**src/rtl/ann_ctrl_pkg.sv**
```systemverilog
// Shared command encodings and FSM state type for the deserializer load controller.
// The CHK state exists only when DESER_LOAD_CHECKSUM_EN is defined.
package ann_ctrl_pkg;

    localparam logic [7:0] CMD_LOAD_W = 8'h01;
    localparam logic [7:0] CMD_LOAD_I = 8'h02;
    localparam logic [7:0] CMD_RUN    = 8'h03;

    typedef enum logic [2:0] {
        IDLE,
        ADDR,
        LEN,
        DATA,
`ifdef DESER_LOAD_CHECKSUM_EN
        CHK,
`endif
        START,
        WAIT_DONE
    } state_t;

endpackage

```
**src/rtl/frame_timer.sv**
```systemverilog
// Idle-cycle watchdog: reloads on load, raises timeout on the TIMEOUT_CYC-th
// consecutive enabled cycle without a reload.
module frame_timer #(
    parameter int TIMEOUT_CYC = 1024
) (
    input  logic clk,
    input  logic reset_n,
    input  logic load,
    input  logic enable,
    output logic timeout
);

    localparam int CW = $clog2(TIMEOUT_CYC + 1);
    localparam logic [CW-1:0] LAST = CW'(TIMEOUT_CYC - 1);

    logic [CW-1:0] cnt_q;

    always_ff @(posedge clk or negedge reset_n) begin
        if (!reset_n) begin
            cnt_q <= '0;
        end else if (load) begin
            cnt_q <= '0;
        end else if (enable && cnt_q != LAST) begin
            cnt_q <= cnt_q + CW'(1);
        end
    end

    assign timeout = enable && !load && (cnt_q == LAST);

endmodule

```
**src/rtl/deser_load_ctrl.sv**
```systemverilog
// Frame parser between the byte deserializer and the ANN memories/core.
// Optional trailing XOR checksum byte is enabled with DESER_LOAD_CHECKSUM_EN.
module deser_load_ctrl
    import ann_ctrl_pkg::*;
#(
    parameter int ADDR_W      = 8,
    parameter int TIMEOUT_CYC = 1024
) (
    input  logic              clk,
    input  logic              reset_n,
    input  logic [7:0]        byte_in,
    input  logic              byte_valid,
    output logic              wr_en,
    output logic              wr_sel,
    output logic [ADDR_W-1:0] wr_addr,
    output logic [7:0]        wr_data,
    output logic              nn_start,
    input  logic              nn_done,
    output logic              ctrl_busy,
    output logic              frame_err
);

    state_t            state_q, state_d;
    logic              frame_err_q, frame_err_d;
    logic              wr_sel_q, wr_sel_d;
    logic [ADDR_W-1:0] ptr_q, ptr_d;
    logic [7:0]        left_q, left_d;
    logic              wr_en_q, wr_en_d;
    logic [ADDR_W-1:0] wr_addr_q, wr_addr_d;
    logic [7:0]        wr_data_q, wr_data_d;
`ifdef DESER_LOAD_CHECKSUM_EN
    logic [7:0]        csum_q, csum_d;
`endif

    logic timed;
    logic timeout;

    always_comb begin
        timed = (state_q == ADDR) || (state_q == LEN) || (state_q == DATA);
`ifdef DESER_LOAD_CHECKSUM_EN
        timed = timed || (state_q == CHK);
`endif
    end

    frame_timer #(
        .TIMEOUT_CYC (TIMEOUT_CYC)
    ) u_timer (
        .clk     (clk),
        .reset_n (reset_n),
        .load    (byte_valid || !timed),
        .enable  (timed),
        .timeout (timeout)
    );

    always_ff @(posedge clk or negedge reset_n) begin
        if (!reset_n) begin
            state_q     <= IDLE;
            frame_err_q <= 1'b0;
            wr_sel_q    <= 1'b0;
            ptr_q       <= '0;
            left_q      <= '0;
            wr_en_q     <= 1'b0;
            wr_addr_q   <= '0;
            wr_data_q   <= '0;
`ifdef DESER_LOAD_CHECKSUM_EN
            csum_q      <= '0;
`endif
        end else begin
            // NOTE: non-blocking so every register samples the same pre-edge values.
            state_q     <= state_d;
            frame_err_q <= frame_err_d;
            wr_sel_q    <= wr_sel_d;
            ptr_q       <= ptr_d;
            left_q      <= left_d;
            wr_en_q     <= wr_en_d;
            wr_addr_q   <= wr_addr_d;
            wr_data_q   <= wr_data_d;
`ifdef DESER_LOAD_CHECKSUM_EN
            csum_q      <= csum_d;
`endif
        end
    end

    always_comb begin
        // NOTE: every target is defaulted first so no path can infer a latch.
        state_d     = state_q;
        frame_err_d = frame_err_q;
        wr_sel_d    = wr_sel_q;
        ptr_d       = ptr_q;
        left_d      = left_q;
        wr_en_d     = 1'b0;
        wr_addr_d   = wr_addr_q;
        wr_data_d   = wr_data_q;
`ifdef DESER_LOAD_CHECKSUM_EN
        csum_d      = csum_q;
`endif

        case (state_q)
            IDLE: begin
                if (byte_valid) begin
                    case (byte_in)
                        CMD_LOAD_W: begin
                            wr_sel_d    = 1'b0;
                            frame_err_d = 1'b0;
                            state_d     = ADDR;
                        end
                        CMD_LOAD_I: begin
                            wr_sel_d    = 1'b1;
                            frame_err_d = 1'b0;
                            state_d     = ADDR;
                        end
                        CMD_RUN: begin
                            frame_err_d = 1'b0;
                            state_d     = START;
                        end
                        default: frame_err_d = 1'b1;
                    endcase
                end
            end
            ADDR: begin
                if (byte_valid) begin
                    ptr_d   = ADDR_W'(byte_in);
                    state_d = LEN;
`ifdef DESER_LOAD_CHECKSUM_EN
                    csum_d  = byte_in;
`endif
                end
            end
            LEN: begin
                if (byte_valid) begin
                    left_d = byte_in;
`ifdef DESER_LOAD_CHECKSUM_EN
                    csum_d = csum_q ^ byte_in;
`endif
                    if (byte_in == 8'd0) begin
                        frame_err_d = 1'b1;
                        state_d     = IDLE;
                    end else begin
                        state_d = DATA;
                    end
                end
            end
            DATA: begin
                if (byte_valid) begin
                    wr_en_d   = 1'b1;
                    wr_addr_d = ptr_q;
                    wr_data_d = byte_in;
                    ptr_d     = ptr_q + ADDR_W'(1);
                    left_d    = left_q - 8'd1;
`ifdef DESER_LOAD_CHECKSUM_EN
                    csum_d    = csum_q ^ byte_in;
                    if (left_q == 8'd1) state_d = CHK;
`else
                    if (left_q == 8'd1) state_d = IDLE;
`endif
                end
            end
`ifdef DESER_LOAD_CHECKSUM_EN
            CHK: begin
                if (byte_valid) begin
                    if (byte_in != csum_q) frame_err_d = 1'b1;
                    state_d = IDLE;
                end
            end
`endif
            START: begin
                if (byte_valid) frame_err_d = 1'b1;
                state_d = WAIT_DONE;
            end
            WAIT_DONE: begin
                if (byte_valid) frame_err_d = 1'b1;
                if (nn_done)    state_d     = IDLE;
            end
            default: state_d = IDLE;
        endcase

        // Timeout only fires on byte-free cycles, so it never competes with a byte.
        if (timeout) begin
            frame_err_d = 1'b1;
            state_d     = IDLE;
        end
    end

    assign wr_en     = wr_en_q;
    assign wr_sel    = wr_sel_q;
    assign wr_addr   = wr_addr_q;
    assign wr_data   = wr_data_q;
    assign nn_start  = (state_q == START);
    assign ctrl_busy = (state_q != IDLE);
    assign frame_err = frame_err_q;

endmodule

```
**config.mk**
```make
export PLATFORM = sky130hd
export DESIGN_NAME = deser_load_ctrl
export DESIGN_NICKNAME = d
export VERILOG_FILES = /design/src/rtl/ann_ctrl_pkg.sv /design/src/rtl/frame_timer.sv /design/src/rtl/deser_load_ctrl.sv
export SDC_FILE = /design/constraint.sdc
export NUM_CORES = 1
export LEC_CHECK = 0
export CORE_MARGIN = 10
export CORE_UTILIZATION = 45
export DETAILED_ROUTE_END_ITERATION = 6
export GPL_TIMING_DRIVEN = 0
export PLACE_DENSITY_LB_ADDON = 0.25
export SETUP_SLACK_MARGIN = 0.05
export SYNTH_ARGS = -nofsm -noshare
export SYNTH_HDL_FRONTEND = slang
export SYNTH_SLANG_ARGS = --single-unit
```
**constraint.sdc**
```tcl
create_clock -name clk -period 4.36 [get_ports clk]
set_clock_uncertainty 0.1 [all_clocks]
set_input_delay 0.436 -clock clk [delete_from_list [all_inputs] [get_ports clk]]
set_output_delay 0.436 -clock clk [all_outputs]
set_load 0.1 [all_outputs]
```
==> run summary, run 1 <==
The leading cell type in the layout, fill and taps excluded is dfrtp_1. The critical path goes through clkbuf_1, inv_1, nor3_1, clkdlybuf4s50_1. The layout net count was 319. Adding up every negative setup slack in the final design gives 0 ns. The first global-routing pass estimated 10.0 mm of wire. The number of failing setup endpoints in the final timing report is 0. In the finished design, the share of the clock period the worst path needs comes to 72.6%. 33 I/O pins were placed.

The cell family with the largest share of critical-path delay is buffers and inverters. The tools report the number of nets still failing antenna checks after routing as 0. For the detailed-placement wirelength estimate, the log shows 4.38 mm.

The average via count per standard cell works out to 5.65. Dividing the synthesized area by the synthesized cell count gives 9.64 um2. Synthesized netlist cell count: 263.

The slowest cell on the critical path is clkdlybuf4s50_1. For the synthesis warning total, the log shows 0. The repair_antennas step left the layout with diodes totalling 0. Leaving out fill and tap cells, the most frequent cells in the layout are dfrtp_1 (49), clkdlybuf4s50_1 (31), nand2_1 (28). The clock transition at the registers of the reported paths was 0.09 ns; the buffer and inverter count on the worst path was 3.

The cell at the root of the clock tree is clkbuf_8. In this run the deepest clock path goes through 2 buffers. The floorplan die area is 9040 um2.

The smallest clock period supported by the final layout is computed as 3.17 ns. Counting every net in the synthesized netlist gives 279. The worst register-to-register path ends at left_q[6]$_DFFE_PN0P_.

The logs give 48.4% for the share of synthesized area occupied by flip-flops and latches and 3080 um2 for the final design area excluding fillers. The worst setup path is captured at an output port. The worst-case IR drop observed on VDD is 0.000480 V. The share of layout cells above drive strength 1 is 11.8%, and the number of synthesized flops with an enable pin is 0. The detailed router placed 2124 vias in this run. Counting flops with an async set or reset pin after synthesis yields a share of 100%. The core region is 5470 um2. The number of cells on the worst reg-to-reg path is 6. At the later pin of the worst-skew pair, clock insertion delay measures 0.30 ns. The H-tree generated during clock tree synthesis spans 2 levels.

For flop-to-flop paths, the worst setup slack is 2.33 ns. Data on the critical path is required at its endpoint by 3.82 ns. The maximum number of pins on one net before global-route repair came out at 27. The tools report the total count of max-transition violations in the final report as 0. STA classifies the critical path startpoint as a flop. Summing every instance area after synthesis gives 2530 um2. For this configuration, the core starts out at a cell density of 46.3%. Clock tree synthesis found a total of 49 sinks.

Number of global-route vias before repair: 2105. The length of the first detailed-routing pass in iterations was 4. For the post-place instance area, the log shows 2960 um2. The worst setup path is of the flop to output port kind. In this run the horizontal extent of the chip is 95.1 um. The post-route DRC violation count is 0. For this block, the routed nets add up to 5.89 mm of wire.

The hold violation count in the final report was 0. Summed over all layers, the global routing overflow is 0. The worst register-to-register path begins at left_q[0]$_DFFE_PN0P_. Setup repair after global routing left no endpoint under its margin. The run finished with clean final reports. The height of the die works out to 95.1 um.

The run gives 0 as the number of hold buffers added after cts. The count of different cell masters after synthesis was 49. The synthesized design contains 49 register bits. Global routing consumed, over all layers together, 13.8% of the routing resources.

The data arrival time at the worst-slack endpoint was 2.63 ns; the layout overhead on the synthesized area was 21.5%. The count of input and output buffers was 32; the post-CTS resize count was 0. For this run, the leading register cell type out of synthesis is dfrtp_1. In this run the post-CTS setup repair buffer count came out at 0. TritonCTS built the clock tree. The highest attainable clock frequency is 316 MHz, and the number of violations of the max-capacitance limit is 0. The routed wire length per instance works out to 15.7 um. In this design, the stage delay of the slowest critical-path cell is 1.16 ns.

The kind of path behind the tightest hold check is primary input to asynchronous set/reset pin. The detailed router finished its first iteration with 135 violations. The number of antenna violations at the first check in global routing is 0, and the cell area power density is 795 nW/um2. For this design the static power due to leakage is 1.25 nW. The weighted congestion reported at the end of routability-driven placement is 0.874, and the worst slew margin relative to its limit is 34.7%. The worst-margin pin slew is 0.977 ns, and the maximum fanout encountered on the critical timing path is 10. TritonCTS created 5 clock buffers. The initialized floorplan defines 27 standard-cell rows.
## synthesized netlist by cell type, types with 4 or more instances
| master | n | area share, % |
|---|---|---|
| o22ai_1 | 4 | 0.99 |
| buf_2 | 5 | 0.99 |
| nor3_1 | 8 | 1.6 |
| a31oi_1 | 4 | 0.99 |
| or3_1 | 5 | 1.2 |
| nand3_1 | 10 | 2.0 |
| o21ai_0 | 22 | 4.3 |
| mux2_2 | 13 | 5.8 |
| nor2_1 | 18 | 2.7 |
| clkbuf_1 | 8 | 1.2 |
| dfrtp_1 | 49 | 48 |
| inv_1 | 11 | 1.6 |
| ha_1 | 4 | 2.0 |
| nand2_1 | 28 | 4.1 |
| a21oi_1 | 19 | 3.8 |
## metrics by stage
step	hold WS (ns)	setup slack [ns]	util, %	total power [W]	cells
3_5_place_dp	0.371	1.57	54.1	0.00213	368
3_3_place_gp	0.369	1.24	53.8	0.00210	367
4_1_cts	0.0370	1.19	56.3	0.00247	376
5_1_grt	0.0542	1.07	56.3	0.00260	376
2_1_floorplan	0.0404	1.02	-	0.00178	263
6_report	0.0247	1.19	56.3	0.00245	376
## cell type report
class	count	area, um2
Tap cell	72	90.1
Multi-Input combinational cell	190	1210
Inverter	11	41.3
Timing Repair Buffer	33	335
Clock buffer	6	82.6
Fill cell	521	2390
Sequential cell	49	1230
Buffer	13	55.1
Clock inverter	2	37.5
## report_power, final
group / internal, W / switching [W]
logic: 0.000385 / 0.000973
registers: 0.000621 / 0.000132
clock network: 0.000187 / 0.000153
total: 0.00119 / 0.00126
## worst max-delay path by stage
stage / startpoint / to / depth (start not counted)
3_5_place_dp: state_q[2]$_DFFE_PN0P_ / nn_start / 4
3_3_place_gp: reset_n / u_timer.cnt_q[0]$_DFFE_PN0P_ / 1
2_1_floorplan: state_q[2]$_DFFE_PN0P_ / nn_start / 3
4_1_cts: state_q[2]$_DFFE_PN0P_ / nn_start / 4
6_report: state_q[2]$_DFFE_PN0P_ / nn_start / 4
5_1_grt: state_q[2]$_DFFE_PN0P_ / nn_start / 4
## cells by family (layout without fill, tap and decap cells)
family                     count (synthesis)  count (layout)  share of synthesized area [%]
muxes                                     16              16                           6.96
and+or+nand+nor                           98              98                           21.1
adders and majority gates                  4               4                           1.97
xor gates and xnor gates                   1               1                          0.346
DFF                                       49              49                           48.4
AOI/OAI and AO/OA                         71              71                           17.4
buffers and inverters                     24              65                           3.80
## per-layer routing
metal	part of all wire, %	vias up	global-route usage, %
met5	0	-	0
met4	1.4	0	5.24
met3	7.0	9	4.08
met2	45	56	21.7
met1	46	1026	17.5
li1	-	1033	-
## state kept, by name (all words and copies together), names as in the netlist
name / flops
u_timer.cnt_q: 11
wr_sel: 1
wr_en: 1
state_q: 3
frame_err: 1
ptr_q: 8
wr_addr: 8
left_q: 8
wr_data: 8
No activity file was read; power rests on OpenSTA's default activity.
==> run 2, diff against run 1 <==
- clock period: 4.36 -> 2.8 ns (I/O delays scaled with it)
==> run summary, run 2 (synthesized netlist as in run 1, its figures left out) <==
The part of the power in combinational logic came out at 56.8% (+1.4 points). The worst setup path is launched from a flop. The final period utilization is 94.2%. The run gives 4 (unchanged) as the length of the first detailed-routing pass in iterations. The starting density of the core was 46.3% (unchanged); the number of buffers on the longest clock path was 2 (unchanged).

Leaving out fill and tap cells, the most frequent cell in the layout is dfrtp_1. For the post-route worst hold slack, the log shows 0.307 ns (+0.283 ns). The run finished with clean final reports. The run gives 2.42 ns (-1.40 ns) as the required time of the worst setup path.

Number of global-route vias before repair: 2071 (-1.6%). The number of antenna violations at the first check in global routing was 0 (unchanged). The portion of total power attributed to sequential cells is 31.5% (+0.8 points). The run gives 34.5% (-0.22 points) as the worst slew margin relative to its limit.

The logs give 0 (unchanged) for the number of failing setup endpoints in the final timing report and 0 (unchanged) for the post-route DRC violation count. For the clock sink count, the log shows 49 (unchanged). The worst-case vdd ir drop was 0.000758 V (+58%); the share of layout cells above drive strength 1 was 12.1% (+0.29 points). Number of nets still failing antenna checks after routing: 0 (unchanged).

The boundary pin count came out at 33 (unchanged). The tools report the layout net count as 320 (+0.31%). Routed wire length per instance: 15.5 um (-0.91%). The top cell types in the final layout, fill and taps aside, are dfrtp_1 (49), clkdlybuf4s50_1 (29), nand2_1 (28). Combined global-route utilization of all metal layers: 13.4% (-0.42 points). The nature of the critical path endpoint is an output port. The hold violation count in the final report is 0 (unchanged), and the average via count per standard cell is 5.55 (-1.8%).

The final worst slack was 0.163 ns (-1.03 ns). The total number of placement rows was 27 (unchanged); the post-CTS repair timing setup buffer count was 0 (unchanged). Type of the setup path with the least slack: flop to output port. The first-iteration detailed-routing DRC count is 93 (-31%), and the time the worst path needs with I/O delays and setup is 2.64 ns.

The tools report the number of violations of the max-capacitance limit as 0 (unchanged). For the maximum number of pins on one net before global-route repair, the log shows 38 (+41%). The post-placement worst setup slack was 0.199 ns (-1.37 ns); the area of the core was 5470 um2 (unchanged).

The overall routed net length is 5.85 mm (-0.65%), and the number of antenna repair diodes is 0 (unchanged). The tools report the worst reg2reg path endpoint as left_q[6]$_DFFE_PN0P_. The kind of path behind the tightest hold check was primary input to asynchronous set/reset pin. Number of flip-flops under the largest register name: 11 (unchanged). For the total global routing overflow, the log shows 0 (unchanged). The clock transition at the registers of the reported paths works out to 0.09 ns (about the same).

The floorplan die area was 9040 um2 (unchanged); the layout overhead on the synthesized area was 21.1%. The H-tree depth was 2 (unchanged). The height of the die works out to 95.1 um (unchanged).

TritonCTS built the clock tree. The switching part of the total power came out at 52.7% (+1.4 points). The setup TNS is 0 ns (unchanged), and the net switching power is 0.00196 W (+56%). The via count of the routed design is 2091 (-1.6%), and the number of cell instances on the worst register-to-register path is 6 (unchanged).

The cell area power density works out to 1210 nW/um2 (+52%). The total leakage power was 1.25 nW (about the same); the total count of max-transition violations in the final report was 0 (unchanged). The die outline width is 95.1 um (unchanged). The largest register by flop count was u_timer.cnt_q.

The data arrival time at the worst-slack endpoint was 2.26 ns (-0.37 ns). The tools report the cell at the root of the clock tree as clkbuf_8. Setup repair after global routing left no endpoint under its margin. The setup slack of the worst register-to-register path was 0.78 ns (-1.55 ns); the power consumption was 0.00372 W (+52%). The startpoint identified for the worst register-to-register timing path is left_q[0]$_DFFE_PN0P_. The tools report the detailed-placement wirelength estimate as 4.37 mm (about the same).

Static timing analysis puts the maximum clock frequency at 379 MHz. Clock power share: 11.7% (-2.1 points). The weighted congestion reported at the end of routability-driven placement was 0.857 (-1.9%); the wire length of the first global-routing pass was 9.75 mm (-2.8%). The logs give 0.30 ns (about the same) for the clock latency of the later-clocked register in the worst-skew pair and 5 (unchanged) for the total CTS buffers.

The maximum fanout encountered on the critical timing path was 10 (unchanged); the worst-margin pin slew was 0.980 ns (+0.00326 ns). The count of input and output buffers is 32 (unchanged), and the internal power of the cells is 0.00176 W (+48%).
## run 2: area by class of cell
type,instances,area (um2)
Multi-Input combinational cell,190,1220
Tap cell,72,90.1
Inverter,11,41.3
Sequential cell,49,1230
Clock buffer,6,82.6
Timing Repair Buffer,34,344
Buffer,13,55.1
Fill cell,525,2400
Clock inverter,2,13.8
## run 2: worst max-delay path by stage
stage	from	to
global placement	reset_n	u_timer.cnt_q[1]$_DFFE_PN0P_
floorplan	state_q[2]$_DFFE_PN0P_	nn_start
finish	state_q[2]$_DFFE_PN0P_	nn_start
CTS	state_q[2]$_DFFE_PN0P_	nn_start
global route	state_q[2]$_DFFE_PN0P_	nn_start
detailed placement	state_q[2]$_DFFE_PN0P_	nn_start
## run 2: repair_timing
action / in CTS / in global routing
endpoints found under the hold margin: 12 / 0
gates resized for setup: 2 / 1
hold buffers: 1 / 0
endpoints found under the setup margin: 2 / 1
## run 2: power by group through the flow
stage                     clock [W]  combinational [W]  sequential (W)
after floorplan                   0           0.000765         0.00201
after global placement            0            0.00210         0.00117
after detailed placement          0            0.00213         0.00119
after CTS                  0.000451            0.00212         0.00117
after global routing       0.000480            0.00225         0.00121
final                      0.000436            0.00211         0.00117
## run 2: worst max-delay path, cell delays in order, from the launching register on
cell and delay (ns):
dfrtp_1 0.43, clkbuf_1 0.33, inv_1 0.17, nor3_2 0.19
clkdlybuf4s15_1 0.85
## run 2: routing by layer
metal | routed length [um] | track usage (%) | up-vias
met4 | 77 | 4.24 | 0
met3 | 342 | 3.38 | 8
met1 | 2800 | 17.7 | 996
met2 | 2630 | 21.1 | 50
li1 | - | - | 1037
met5 | 0 | 0 | -
## run 2: stage by stage
stage / util [%] / instances / area, um2
CTS: 56.1 / 377 / 3070
global route: 56.1 / 377 / 3070
floorplan: - / 263 / 2540
global placement: 53.9 / 367 / 2950
finish: 56.1 / 377 / 3070
detailed placement: 54.2 / 368 / 2970
==> run 3, diff against run 2 <==
- ABC_AREA: unset -> 1
==> run summary, run 3 <==
The area of the core came out at 5850 um2 (+6.9%). The cell area power density is 1160 nW/um2 (-3.9%). STA classifies the critical path endpoint as an output port.

The tools report the data arrival time at the worst-slack endpoint as 2.22 ns (-0.04 ns). The tools report the required time of the worst setup path as 2.42 ns (about the same). The post-placement worst setup slack is 0.372 ns (+0.173 ns), and the synthesis warning total is 0 (unchanged).

The flow ran to the end, and the final reports show no timing, DRC or antenna violations. Among all flip-flop cells after synthesis, the most frequent one is dfrtp_1. The share of synthesized area occupied by flip-flops and latches is 45.8% (-2.6 points), and the number of global-route vias before repair is 2115 (+2.1%).

The run gives 326 (+24%) as the synthesized netlist cell count. The number of antenna violations at the first check in global routing came out at 0 (unchanged). In the synthesized netlist, the cells that appear most often are nand2_1 (82), dfrtp_1 (49), inv_1 (33).

dfrtp_1 takes more of the synthesized area than any other cell. The weighted congestion reported at the end of routability-driven placement is 0.858 (+0.15%), and the clock latency of the later-clocked register in the worst-skew pair is 0.30 ns (about the same). The total global routing overflow is 0 (unchanged), and the combined global-route utilization of all metal layers is 13.0% (-0.42 points). The summed instance area of the synthesized netlist was 2680 um2 (+5.7%); the wire length of the first global-routing pass was 10.4 mm (+6.2%).

The tools report the cell at the root of the clock tree as clkbuf_8. The synthesized-area fraction occupied by xor and xnor cells was 0.981% (+0.64 points); the count of input and output buffers was 32 (unchanged). The number of antenna repair diodes was 0 (unchanged). The length of the first detailed-routing pass in iterations is 4 (unchanged), and the clock transition at the registers of the reported paths is 0.09 ns (about the same). The startpoint type of the worst setup path was a flop.

The number of fill cells is 534 (+1.7%). Average via count per standard cell: 5.14 (-7.2%). The run gives 4.88 mm (+11%) as the detailed-placement wirelength estimate.

Count of state elements after synthesis: 49 (unchanged). The time the worst path needs with I/O delays and setup works out to 2.60 ns (-0.0400 ns). The tightest min-delay check is of the flop to flop type. The number of violations of the max-capacitance limit was 0 (unchanged); the net count after synthesis was 342 (+23%). The overall routed net length is 6.22 mm (+6.3%), and the number of nets still failing antenna checks after routing is 0 (unchanged).

The maximum number of pins on one net before global-route repair was 29 (-24%); the post-route worst hold slack was 0.380 ns (+0.0730 ns). The logs give 45.8% (-0.53 points) for the starting density of the core and 146 (+57%) for the first-iteration detailed-routing DRC count. The worst-margin pin slew is 1.00 ns (+0.0246 ns). The share of layout cells above drive strength 1 is 13.6% (+1.5 points), and the number of buffers on the longest clock path is 2 (unchanged). The library cells used most frequently in the layout, excluding fill and tap cells, are nand2_1 (82), dfrtp_1 (49), inv_1 (33). Compared with the post-synthesis result, the final layout area differs by 19.6%. The largest register by flop count was u_timer.cnt_q.

The post-CTS repair timing setup buffer count came out at 0 (unchanged). The run gives 2 (unchanged) as the H-tree depth. Among all cell types in the netlist, the one instantiated most often is nand2_1. Proportion of netlist area held by the largest area contributor: 45.8% (-2.6 points). TritonCTS built the clock tree. The routed wire length per instance works out to 14.0 um (-9.6%). The tools report the total count of max-transition violations in the final report as 0 (unchanged). After synthesis, the cell types taking the most area are dfrtp_1 (46%), nand2_1 (11%), o21ai_0 (4.9%). The synthesized area divided by synthesized cell count was 8.22 um2 (-15%).

Number of failing setup endpoints in the final timing report: 0 (unchanged). The highest attainable clock frequency was 385 MHz (+1.5%); the count of different cell masters after synthesis was 40 (-18%). The maximum fanout encountered on the critical timing path is 7 (-3).

The logs give 1.49 nW (+19%) for the total leakage power and 0.203 ns (+0.0400 ns) for the final worst slack. The type of the setup path with the least slack is flop to output port. The final period utilization works out to 92.8% (-1.4 points). Number of flip-flops under the largest register name: 11 (unchanged).

The height of the die is 97.2 um (+2.2%). Hold violation count in the final report: 0 (unchanged). The complex-gate fraction of the synthesized area came out at 16.4% (-0.98 points). Leaving out fill and tap cells, the most frequent cell in the layout is nand2_1. The mux contribution to synthesized area was 0% (-7.0 points); the number of synthesized flops with an enable pin was 0 (unchanged). Setup repair after global routing left no endpoint under its margin.

The worst-case vdd ir drop was 0.000801 V (+5.7%); the total number of placement rows was 28 (+3.7%). The setup TNS was 0 ns (unchanged). The tools report the via count of the routed design as 2279 (+9.0%).

Synthesized-area fraction occupied by and/or/nand/nor cells: 26.5% (+5.4 points). The layout net count is 383 (+20%), and the boundary pin count is 33 (unchanged). The die outline width came out at 97.2 um (+2.2%).

The logs give 49 (unchanged) for the clock sink count and 32.8% (-1.6 points) for the worst slew margin relative to its limit. Dominant combinational cell family by area after synthesis: simple AND/OR/NAND/NOR gates. The floorplan die area was 9440 um2 (+4.5%); the total CTS buffers was 5 (unchanged).

The share of flip-flops with an asynchronous set or reset was 100% (unchanged). The area share of fa/ha/maj cells after synthesis was 1.87% (-0.11 points); the post-route DRC violation count was 0 (unchanged).
==> run 3: cell count changes after synthesis, moves of 7 or more <==
cell      change
nand2_1      +54
inv_1        +22
mux2_2       -13
o21ai_2      +11
a21oi_1       -9
nor2_1        +9
clkbuf_1      -7
==> run 3: where the power goes <==
group | internal [W] | switching (W) | total, W
sequential | 0.000957 | 0.000185 | 0.00114
clock | 0.000177 | 0.000246 | 0.000423
combinational | 0.000576 | 0.00159 | 0.00217
total | 0.00171 | 0.00202 | 0.00373
==> run 3: cell families (layout without fill, tap and decap cells) <==
kind of cell    count (synthesis)  count (layout)
xor+xnor                        3               3
simple gates                  152             152
flops                          49              49
fa+ha+maj                       4               4
buf+inv                        47              89
compound gates                 71              71
==> run 3: per-stage QoR <==
stage          cell area (um2)  cells  total power [W]  util (%)
6_report                  3200    443          0.00373      54.8
5_1_grt                   3200    443          0.00398      54.8
4_1_cts                   3200    443          0.00376      54.8
3_5_place_dp              3110    434          0.00333      53.1
3_3_place_gp              3090    433          0.00331      52.9
2_1_floorplan             2680    326          0.00282         -
==> run 3: critical path, cell delays in order (launching register included) <==
cell and delay, ns:
dfrtp_1 0.47, nor2_1 0.10, inv_1 0.09, nor2_2 0.06, inv_2 0.06, clkdlybuf4s50_1 1.14
==> run 3: cell type report <==
class | instances | area (um2) | share of cell area, %
Tap cell | 75 | 93.8 | 2.93
Clock inverter | 2 | 15.0 | 0.469
Multi-Input combinational cell | 230 | 1230 | 38.3
Timing Repair Buffer | 34 | 344 | 10.7
Clock buffer | 6 | 72.6 | 2.26
Buffer | 6 | 63.8 | 1.99
Inverter | 41 | 163 | 5.08
Sequential cell | 49 | 1230 | 38.3
==> run 3: path summary, 6_finish.rpt <==
path                                         startpoint                     end  slack, ns  cells past startpoint
max                              state_q[0]$_DFFE_PN0P_               ctrl_busy       0.20                      5
min                              wr_data[4]$_DFFE_PN0P_  wr_data[4]$_DFFE_PN0P_       0.38                      2
max reg2reg                u_timer.cnt_q[0]$_DFFE_PN0P_  state_q[1]$_DFFE_PN0P_       0.99                     10
min reg2reg                      wr_data[4]$_DFFE_PN0P_  wr_data[4]$_DFFE_PN0P_       0.38                      2
max in group asynchronous                       reset_n   left_q[2]$_DFFE_PN0P_       1.68                      3
min in group asynchronous                       reset_n   frame_err$_DFFE_PN0P_       0.39                      2
==> run 3: layer usage <==
| layer | vias to the layer above | track usage, % | wire [um] |
|---|---|---|---|
| met5 | - | 0 | 0 |
| met4 | 0 | 4.43 | 106 |
| met3 | 10 | 3.34 | 363 |
| met2 | 52 | 20.4 | 2830 |
| met1 | 1050 | 16.7 | 2920 |
| li1 | 1167 | - | - |
==> run 3: timing repair <==
item | CTS | global route
endpoints found under the setup margin | 1 | 0
resized for setup | 1 | 0
hold endpoints to repair | 21 | 0
hold buffers | 1 | 0
==> RTL edit (config.mk and constraints of run 1) <==
Add a define of `DESER_LOAD_CHECKSUM_EN`.
--- a/src/rtl/ann_ctrl_pkg.sv
+++ b/src/rtl/ann_ctrl_pkg.sv
@@ -2,2 +2,4 @@
 // The CHK state exists only when DESER_LOAD_CHECKSUM_EN is defined.
+`define DESER_LOAD_CHECKSUM_EN
+
 package ann_ctrl_pkg;
Function: changed (Yosys sat finds a counterexample within 10 cycles, from zero or initial values and one cycle with reset_n low).
==> RTL edit against run 1 <==
  * Synthesized cell count increased by 34%
  * Count of clock-buffer cells in the layout increased by 6
  * Global-route usage increased by 1.4 points
  * Worst setup slack got worse by 0.092 ns
  * Area after synthesis increased by 28%
  * Sequential cell count increased by 8
  * Power increased by 22%
  * Clock power increased by 26%
  * Final area increased by 23%
  * Routed wire length increased by 39%
  * Critical endpoint unchanged
  * Largest power group unchanged
  * Highest routed layer unchanged
==> RTL edit: results (changes against run 1) <==
number of global-route vias before repair: 2876 (+37%)
Leak Pwr: 1.59 nW (+27%)
Post-Synth XOR/XNOR Area: 0.0325 (+0.0290)
hpwl dp: 5800 um (+32%)
initial DRC count: 188 (+39%)
# placed instances: 474 (+29%)
worst hold path class: in2reg
DRT Pass-1 Iters: 5 (+1)
first-pass GRT wire length: 13900 um (+39%)
worst slew pin tran: 0.981 ns (+0.00457 ns)
Compound-Gate Fraction of Synth Area: 0.225 (+0.0509)
clk slew on worst S/H paths: 0.06 ns (-0.03 ns)
Placer Congestion: 0.874 (about the same)
Post-DP Area: 3610 um2 (+22%)
met3 Track Usage GR: 0.0522 (+0.0114)
CP arrival: 2.72 ns (+0.09 ns)
routing usage on met1: 0.193 (+0.0174)
Final #Nets: 406 (+27%)
mean post-synth cell area: 9.16 um2 (-4.9%)
Num CTS Buffers: 9 (+4)
top cells by area, synth: dfrtp_1 (44%), o21ai_0 (4.2%), nor2_1 (3.8%)
Peak VDD IR: 0.534 mV (+11%)
largest net degree at the start of global routing: 39 (+44%)
post-synthesis sequential area ratio: 0.441 (-0.0427)
DR vias: 2830 (+33%)
Worst R2R Start: state_q[0]
CTS hold repair buffers: 1 (+1)
Non-Filler Instances: 490 (+30%)
r2r setup slk: 2.30 ns (-0.03 ns)
Syn Nets: 369 (+32%)
Synth Flop Type: dfrtp_1
met2 Usage GRT: 0.234 (+0.0170)
area share of fa/ha/maj cells after synthesis: 0.0155 (-0.00427)
number of distinct library cells after synthesis: 57 (+16%)
mux share of post-synthesis cell area: 0.0340 (-0.0356)
GRT Util Overall: 0.152 (+0.0136)
H-tree lvl count: 3 (+1)
WL met2: 3750 um (+40%)
outcome: complete, no violations
met1 wire length: 3780 um (+39%)
RTL edit: cell count changes after synthesis, moves of 5 or more:
cell             run 1  this run
mux2_2              13         8
o21ai_0             22        27
dfrtp_1             49        57
a311oi_1             0         8
nor2_1              18        33
and3_1               2         7
xor2_1               1        10
a31oi_1              4        13
inv_1               11        16
RTL edit: where the power goes:
part,leakage (nW),switching (W),internal (W)
clock network,0.0822,0.000209,0.000217
registers,0.704,0.000179,0.000734
logic,0.804,0.00115,0.000509
total,1.59,0.00154,0.00146
RTL edit: area by class of cell:
type	instances	area, um2
clock inverters	3	17.5
well taps	96	120
fillers	675	3120
plain buffers	27	153
multi-input cells	253	1600
clock buffers	12	145
flip-flops and latches	57	1430
inverters	16	60.1
repair buffers	26	265
RTL edit: worst max path at each step:
stage	startpoint	to	slack, ns	cells after the start
final	state_q[1]	nn_start	1.10	4
after global routing	state_q[1]	nn_start	0.98	4
after CTS	state_q[1]	nn_start	1.07	4
after detailed placement	state_q[1]	nn_start	1.45	4
after global placement	reset_n	left_q[7]	0.95	1
after floorplan	state_q[1]	nn_start	0.93	3
RTL edit: worst max-delay path, cell delays in order (launching register included):
cell	delay, ns
dfrtp_1	0.42
clkbuf_1	0.24
buf_1	0.31
nor3_1	0.26
clkdlybuf4s50_1	1.16
RTL edit: cell families after synthesis:
group | Yosys count
AO/OA/AOI/OAI | 107
XOR/XNOR | 12
AND/OR/NAND/NOR | 120
adder cells (fa/ha/maj) | 4
buffers and inverters | 43
multiplexers | 10
flip-flops | 57
RTL edit: stage by stage:
stage               hold slack (ns)  setup slack (ns)
floorplan                    0.0404             0.926
global placement              0.365             0.946
detailed placement            0.328              1.45
CTS                           0.251              1.07
global route                  0.255             0.983
finish                        0.260              1.10
